### src/rtl/mimo_pkg.sv
// Shared constants and loader state type for the 4x4 QR MIMO detector datapath.
package mimo_pkg;
    localparam int unsigned W_DATA   = 28;
    localparam int unsigned N_ANT    = 4;
    localparam int unsigned NW_FRAME = 2*N_ANT + 2*N_ANT*N_ANT;

    typedef enum logic [1:0] {
        IDLE,
        LOAD,
        HOLD
    } loader_state_t;
endpackage

### src/rtl/frame_bank.sv
// NW x W register file for one frame: single indexed write port, whole contents on a flat read bus.
module frame_bank #(
    parameter int unsigned W  = 28,
    parameter int unsigned NW = 40,
    parameter int unsigned IW = 6
) (
    input  logic            clk,
    input  logic            rst,
    input  logic            we,
    input  logic [IW-1:0]   widx,
    input  logic [W-1:0]    wdata,
    output logic [NW*W-1:0] rdata
);
    logic [NW*W-1:0] mem;

    always_ff @(posedge clk or negedge rst) begin
        if (!rst) begin
            mem <= '0;
        end else begin
            for (int unsigned i = 0; i < NW; i++) begin
                if (we && widx == IW'(i))
                    mem[i*W +: W] <= wdata;
            end
        end
    end

    assign rdata = mem;
endmodule

### src/rtl/mimo_frame_loader.sv
// Serial-to-parallel frame loader feeding the combinational MIMO detector (y vector, then H row-major).
// Optional ping-pong double buffering when FRAME_LOADER_PINGPONG_EN is defined.
module mimo_frame_loader #(
    parameter int unsigned W     = mimo_pkg::W_DATA,
    parameter int unsigned N_ANT = mimo_pkg::N_ANT
) (
    input  logic                     clk,
    input  logic                     rst,
    input  logic                     s_valid,
    output logic                     s_ready,
    input  logic                     s_sof,
    input  logic [W-1:0]             s_data,
    output logic                     m_valid,
    input  logic                     m_ready,
    output logic [2*N_ANT*W-1:0]     m_y,
    output logic [2*N_ANT*N_ANT*W-1:0] m_h,
    output logic                     err_sof
);
    import mimo_pkg::*;

    localparam int unsigned NY = 2*N_ANT;
    localparam int unsigned NW = NY + 2*N_ANT*N_ANT;
    localparam int unsigned IW = $clog2(NW);
    localparam logic [IW-1:0] LAST = IW'(NW-1);

    loader_state_t   state;
    logic [IW-1:0]   idx;
    logic [IW-1:0]   widx;
    logic            xfer;
    logic            rel;
    logic            done;
    logic [NW*W-1:0] rd_a;

    always_comb begin
        xfer = s_valid && s_ready;
        rel  = m_valid && m_ready;
        widx = s_sof ? '0 : idx;
        done = xfer && !s_sof && state == LOAD && idx == LAST;
    end

`ifdef FRAME_LOADER_PINGPONG_EN
    // wsel: bank being loaded; rsel: oldest full bank, i.e. the one presented.
    logic            wsel;
    logic            rsel;
    logic [1:0]      full;
    logic [1:0]      full_n;
    logic            we_any;
    logic [NW*W-1:0] rd_b;

    always_comb begin
        we_any = xfer && (s_sof || state == LOAD);
        full_n = full;
        if (done)
            full_n[wsel] = 1'b1;
        if (rel)
            full_n[rsel] = 1'b0;
    end

    frame_bank #(.W(W), .NW(NW), .IW(IW)) u_bank_a (
        .clk(clk), .rst(rst), .we(we_any && !wsel), .widx(widx), .wdata(s_data), .rdata(rd_a)
    );
    frame_bank #(.W(W), .NW(NW), .IW(IW)) u_bank_b (
        .clk(clk), .rst(rst), .we(we_any && wsel), .widx(widx), .wdata(s_data), .rdata(rd_b)
    );

    assign m_y = rsel ? rd_b[NY*W-1:0]    : rd_a[NY*W-1:0];
    assign m_h = rsel ? rd_b[NW*W-1:NY*W] : rd_a[NW*W-1:NY*W];

    always_ff @(posedge clk or negedge rst) begin
        if (!rst) begin
            state   <= IDLE;
            idx     <= '0;
            s_ready <= 1'b0;
            m_valid <= 1'b0;
            err_sof <= 1'b0;
            full    <= '0;
            wsel    <= 1'b0;
            rsel    <= 1'b0;
        end else begin
            err_sof <= 1'b0;
            full    <= full_n;
            m_valid <= |full_n;
            if (rel)
                rsel <= ~rsel;
            case (state)
                IDLE: begin
                    s_ready <= 1'b1;
                    if (xfer) begin
                        if (s_sof) begin
                            idx   <= IW'(1);
                            state <= LOAD;
                        end else begin
                            err_sof <= 1'b1;
                        end
                    end
                end
                LOAD: begin
                    if (xfer) begin
                        if (s_sof) begin
                            idx     <= IW'(1);
                            err_sof <= 1'b1;
                        end else if (idx == LAST) begin
                            idx  <= '0;
                            wsel <= ~wsel;
                            if (&full_n) begin
                                state   <= HOLD;
                                s_ready <= 1'b0;
                            end else begin
                                state <= IDLE;
                            end
                        end else begin
                            idx <= idx + 1'b1;
                        end
                    end
                end
                HOLD: begin
                    if (rel) begin
                        state   <= IDLE;
                        s_ready <= 1'b1;
                    end
                end
                default: state <= IDLE;
            endcase
        end
    end
`else
    logic we;

    always_comb begin
        we = xfer && (s_sof || state == LOAD);
    end

    frame_bank #(.W(W), .NW(NW), .IW(IW)) u_bank_a (
        .clk(clk), .rst(rst), .we(we), .widx(widx), .wdata(s_data), .rdata(rd_a)
    );

    assign m_y = rd_a[NY*W-1:0];
    assign m_h = rd_a[NW*W-1:NY*W];

    always_ff @(posedge clk or negedge rst) begin
        if (!rst) begin
            state   <= IDLE;
            idx     <= '0;
            s_ready <= 1'b0;
            m_valid <= 1'b0;
            err_sof <= 1'b0;
        end else begin
            err_sof <= 1'b0;
            case (state)
                IDLE: begin
                    s_ready <= 1'b1;
                    if (xfer) begin
                        if (s_sof) begin
                            idx   <= IW'(1);
                            state <= LOAD;
                        end else begin
                            err_sof <= 1'b1;
                        end
                    end
                end
                LOAD: begin
                    if (xfer) begin
                        if (s_sof) begin
                            idx     <= IW'(1);
                            err_sof <= 1'b1;
                        end else if (done) begin
                            idx     <= '0;
                            state   <= HOLD;
                            s_ready <= 1'b0;
                            m_valid <= 1'b1;
                        end else begin
                            idx <= idx + 1'b1;
                        end
                    end
                end
                HOLD: begin
                    if (rel) begin
                        state   <= IDLE;
                        s_ready <= 1'b1;
                        m_valid <= 1'b0;
                    end
                end
                default: state <= IDLE;
            endcase
        end
    end
`endif
endmodule

### config.mk
export PLATFORM = sky130hd
export DESIGN_NAME = mimo_frame_loader
export DESIGN_NICKNAME = d
export VERILOG_FILES = /design/src/rtl/mimo_pkg.sv /design/src/rtl/frame_bank.sv /design/src/rtl/mimo_frame_loader.sv
export SDC_FILE = /design/constraint.sdc
export NUM_CORES = 1
export LEC_CHECK = 0
export CAP_MARGIN = 20
export CORE_AREA = 2 2 450 452
export CTS_CLUSTER_SIZE = 16
export DETAILED_ROUTE_END_ITERATION = 12
export DIE_AREA = 0 0 452 454
export GPL_TIMING_DRIVEN = 0
export MAX_ROUTING_LAYER = met4
export SYNTH_ARGS = -nofsm -noshare
export SYNTH_HDL_FRONTEND = slang
export SYNTH_SLANG_ARGS = --single-unit
export TNS_END_PERCENT = 50
### constraint.sdc
create_clock -name clk -period 5 [get_ports clk]
set_input_delay 0.75 -clock clk [delete_from_list [all_inputs] [get_ports clk]]
set_output_delay 0.75 -clock clk [all_outputs]
set_load 0.05 [all_outputs]
==> qor.csv <==
metric,value,unit
worstReg2RegStart,state[0]$_DFFE_PN0P_,
ys_seq_elements,1131,
cts_buffers,120,
ctsResizeCount,0,
routabilityCongestion,0.859,
boundaryPins,1156,
drc_errors,0,
drtIter0Drc,1742,
fillCellCount,20100,
dp_hpwl,138,mm
rsz0062_at_grt,no,
routed_wl,180,mm
syn_area_per_cell,16.6,µm²
root_buffer,clkbuf_16,
cts_buffer_depth,3,
first_pass_iters,6,
design_power_total,0.0271,W
synth_edf_count,0,
dieWidth,452,µm
ys_warn_count,0,
grt_pass1_vias,28200,
r2r_end,u_bank_a.rdata[797]$_DFFE_PN0P_,
die-area,205000,µm²
post_drt_wl_per_cell,27.1,µm
p_seq_frac,0.391,
cp-startpoint,rst,
grt_usage,0.175,
drive_gt1_frac,0.365,
peakVddDrop,0.400,mV
die_h,454,µm
p_leak,28.9,nW
initial_core_util,0.213,
ys.flop_type,dfrtp_1,
switching_share,0.344,
period_minus_slack,4.21,ns
path_clk_slew,0.06,ns
clk_latency,0.78,ns
gr-total-overflow,0,
cts_setup_buffers,0,
grt_start_max_net_pins,189,
rows,165,
antenna_found_initial,26,
stdcell_area,62000,µm²
rrSetupSlack,1.44,ns
layout_common_cells,"dfrtp_1, clkdlybuf4s50_1, mux2_2",
grt_pass1_wl,240,mm
min_path_type,flip-flop to flip-flop,
setup_violations,0,
via_per_inst,4.17,
crit_required,5.77,ns
area_delta_synth_final,45.1,%
reg2reg_depth,8,
core,201000,µm²
maxCapViolations,0,
dpl_cell_area,57800,µm²
io_buffers,1127,
htree_levels,3,
nets,3884,
cts_tree,done,
ant_nets,0,
slew_headroom,0.253,
setup_tns,0,ns
max_slew.worst_pin.slew,1.12,ns
fmax,238,MHz
pwr-share-clk,0.343,
status,finished clean,
intPower,0.0178,W
cp-start-kind,input pin,
clock-sinks,1131,
netlist_area,42700,µm²
layout_commonest_cell,dfrtp_1,
async_reset_ff_frac,1.00,
netlist_instances,2581,
end_kind,asynchronous set/reset pin,
arrival,4.98,ns
cts_hold_buf,1,
p_sw,0.00931,W
vias,27700,
drv_slew,0,
cp_max_fo,169,
pwr-share-comb,0.266,
hp-start,u_bank_a.rdata[865]$_DFFE_PN0P_,
p_per_area,437,nW/µm²
fin_skew,0.0551,ns
critical_path_class,input pin to asynchronous set/reset pin,
synthesis.nets,2617,
netlist-cell-type-count,44,
endpoint,u_bank_a.rdata[821]$_DFFE_PN0P_,
hold_violations,0,
synth_seq_area_share,0.663,
period_share,0.842,
==> registers in the layout (all words and copies together) (netlist names) <==
signal          flops
u_bank_a.rdata   1120
idx                 6
state               2
err_sof             1
m_valid             1
s_ready             1
==> power groups by stage <==
stage | clock (W) | combinational, W | sequential [W]
6_report | 0.00930 | 0.00720 | 0.0106
4_1_cts | 0.00956 | 0.00727 | 0.0106
3_3_place_gp | 0 | 0.00720 | 0.0108
5_1_grt | 0.00993 | 0.00744 | 0.0107
2_1_floorplan | 0 | 0.00103 | 0.0140
3_5_place_dp | 0 | 0.00724 | 0.0107
==> worst max-delay path, cell delays in order <==
cell and delay, ns:
dlygate4sd3_1 0.63, buf_16 0.51, buf_16 0.49, buf_16 0.48
buf_16 0.58, buf_16 0.58
==> layout make-up <==
type                    count  area [µm²]  area share
clock inverters            39         502     0.00810
multi-input cells        1238       13400       0.217
flip-flops and latches   1131       28300       0.457
clock buffers             182        3640      0.0587
inverters                   6        22.5    0.000363
diodes                     24        60.1    0.000969
plain buffers             206         972      0.0157
well taps                2672        3340      0.0540
repair buffers           1145       11700       0.189
==> per-stage QoR <==
| stage | hold slack (ns) | cells | utilization | worst slack [ns] |
|---|---|---|---|---|
| finish | 0.495 | 6643 | 0.308 | 0.792 |
| global route | 0.485 | 6630 | 0.308 | 0.291 |
| CTS | 0.459 | 6619 | 0.308 | 0.796 |
| detailed placement | 0.481 | 6397 | 0.288 | 0.598 |
| global placement | 0.477 | 6380 | 0.285 | -49.50 |
| floorplan | 0.454 | 2581 | - | 2.22 |
==> cells in the mapped netlist, types with 2 or more instances <==
master / number / area share
nor3_1: 3 / 0.00035
clkbuf_1: 130 / 0.011
a21oi_1: 5 / 0.00059
nor2_1: 9 / 0.00079
buf_1: 7 / 0.00062
nand4_2: 3 / 0.00088
o21ai_0: 8 / 0.00094
inv_1: 5 / 0.00044
buf_6: 15 / 0.0040
o2111ai_1: 2 / 0.00041
nand2b_1: 3 / 0.00044
and3_1: 3 / 0.00044
nor4_1: 3 / 0.00044
or3b_2: 2 / 0.00041
buf_4: 7 / 0.0012
nor4_4: 2 / 0.0010
nor3_2: 4 / 0.00094
nand3b_1: 2 / 0.00035
nand2_2: 23 / 0.0034
nand2_1: 21 / 0.0018
nand4_4: 2 / 0.0010
dfrtp_1: 1131 / 0.66
buf_2: 47 / 0.0055
ha_1: 3 / 0.00088
o41ai_1: 3 / 0.00062
nand4_1: 2 / 0.00029
mux2_1: 4 / 0.0011
mux2_2: 1116 / 0.29
==> per-layer routing <==
| layer | global-route usage | vias to the layer above | wire length [µm] |
|---|---|---|---|
| met5 | - | - | 0 |
| met4 | 0.0673 | 0 | 7330 |
| met3 | 0.0412 | 277 | 10800 |
| met2 | 0.287 | 963 | 89500 |
| met1 | 0.206 | 14800 | 72600 |
| li1 | - | 11700 | - |
==> cell families after synthesis <==
| group | after synthesis | share of synthesized area |
|---|---|---|
| adders and majority gates | 3 | 0.000879 |
| DFF | 1131 | 0.663 |
| and+or+nand+nor | 88 | 0.0137 |
| buffers and inverters | 212 | 0.0233 |
| AOI/OAI and AO/OA | 26 | 0.00413 |
| muxes | 1121 | 0.295 |
==> worst min path at each step <==
| stage | cells after the start | to | slack, ns |
|---|---|---|---|
| global route | 2 | u_bank_a.rdata[1034]$_DFFE_PN0P_ | 0.48 |
| finish | 1 | u_bank_a.rdata[865]$_DFFE_PN0P_ | 0.50 |
| detailed placement | 1 | u_bank_a.rdata[865]$_DFFE_PN0P_ | 0.48 |
| global placement | 1 | u_bank_a.rdata[865]$_DFFE_PN0P_ | 0.48 |
| floorplan | 0 | err_sof$_DFF_PN0_ | 0.45 |
| CTS | 2 | u_bank_a.rdata[1034]$_DFFE_PN0P_ | 0.46 |
(Power assumes the default switching activity.)
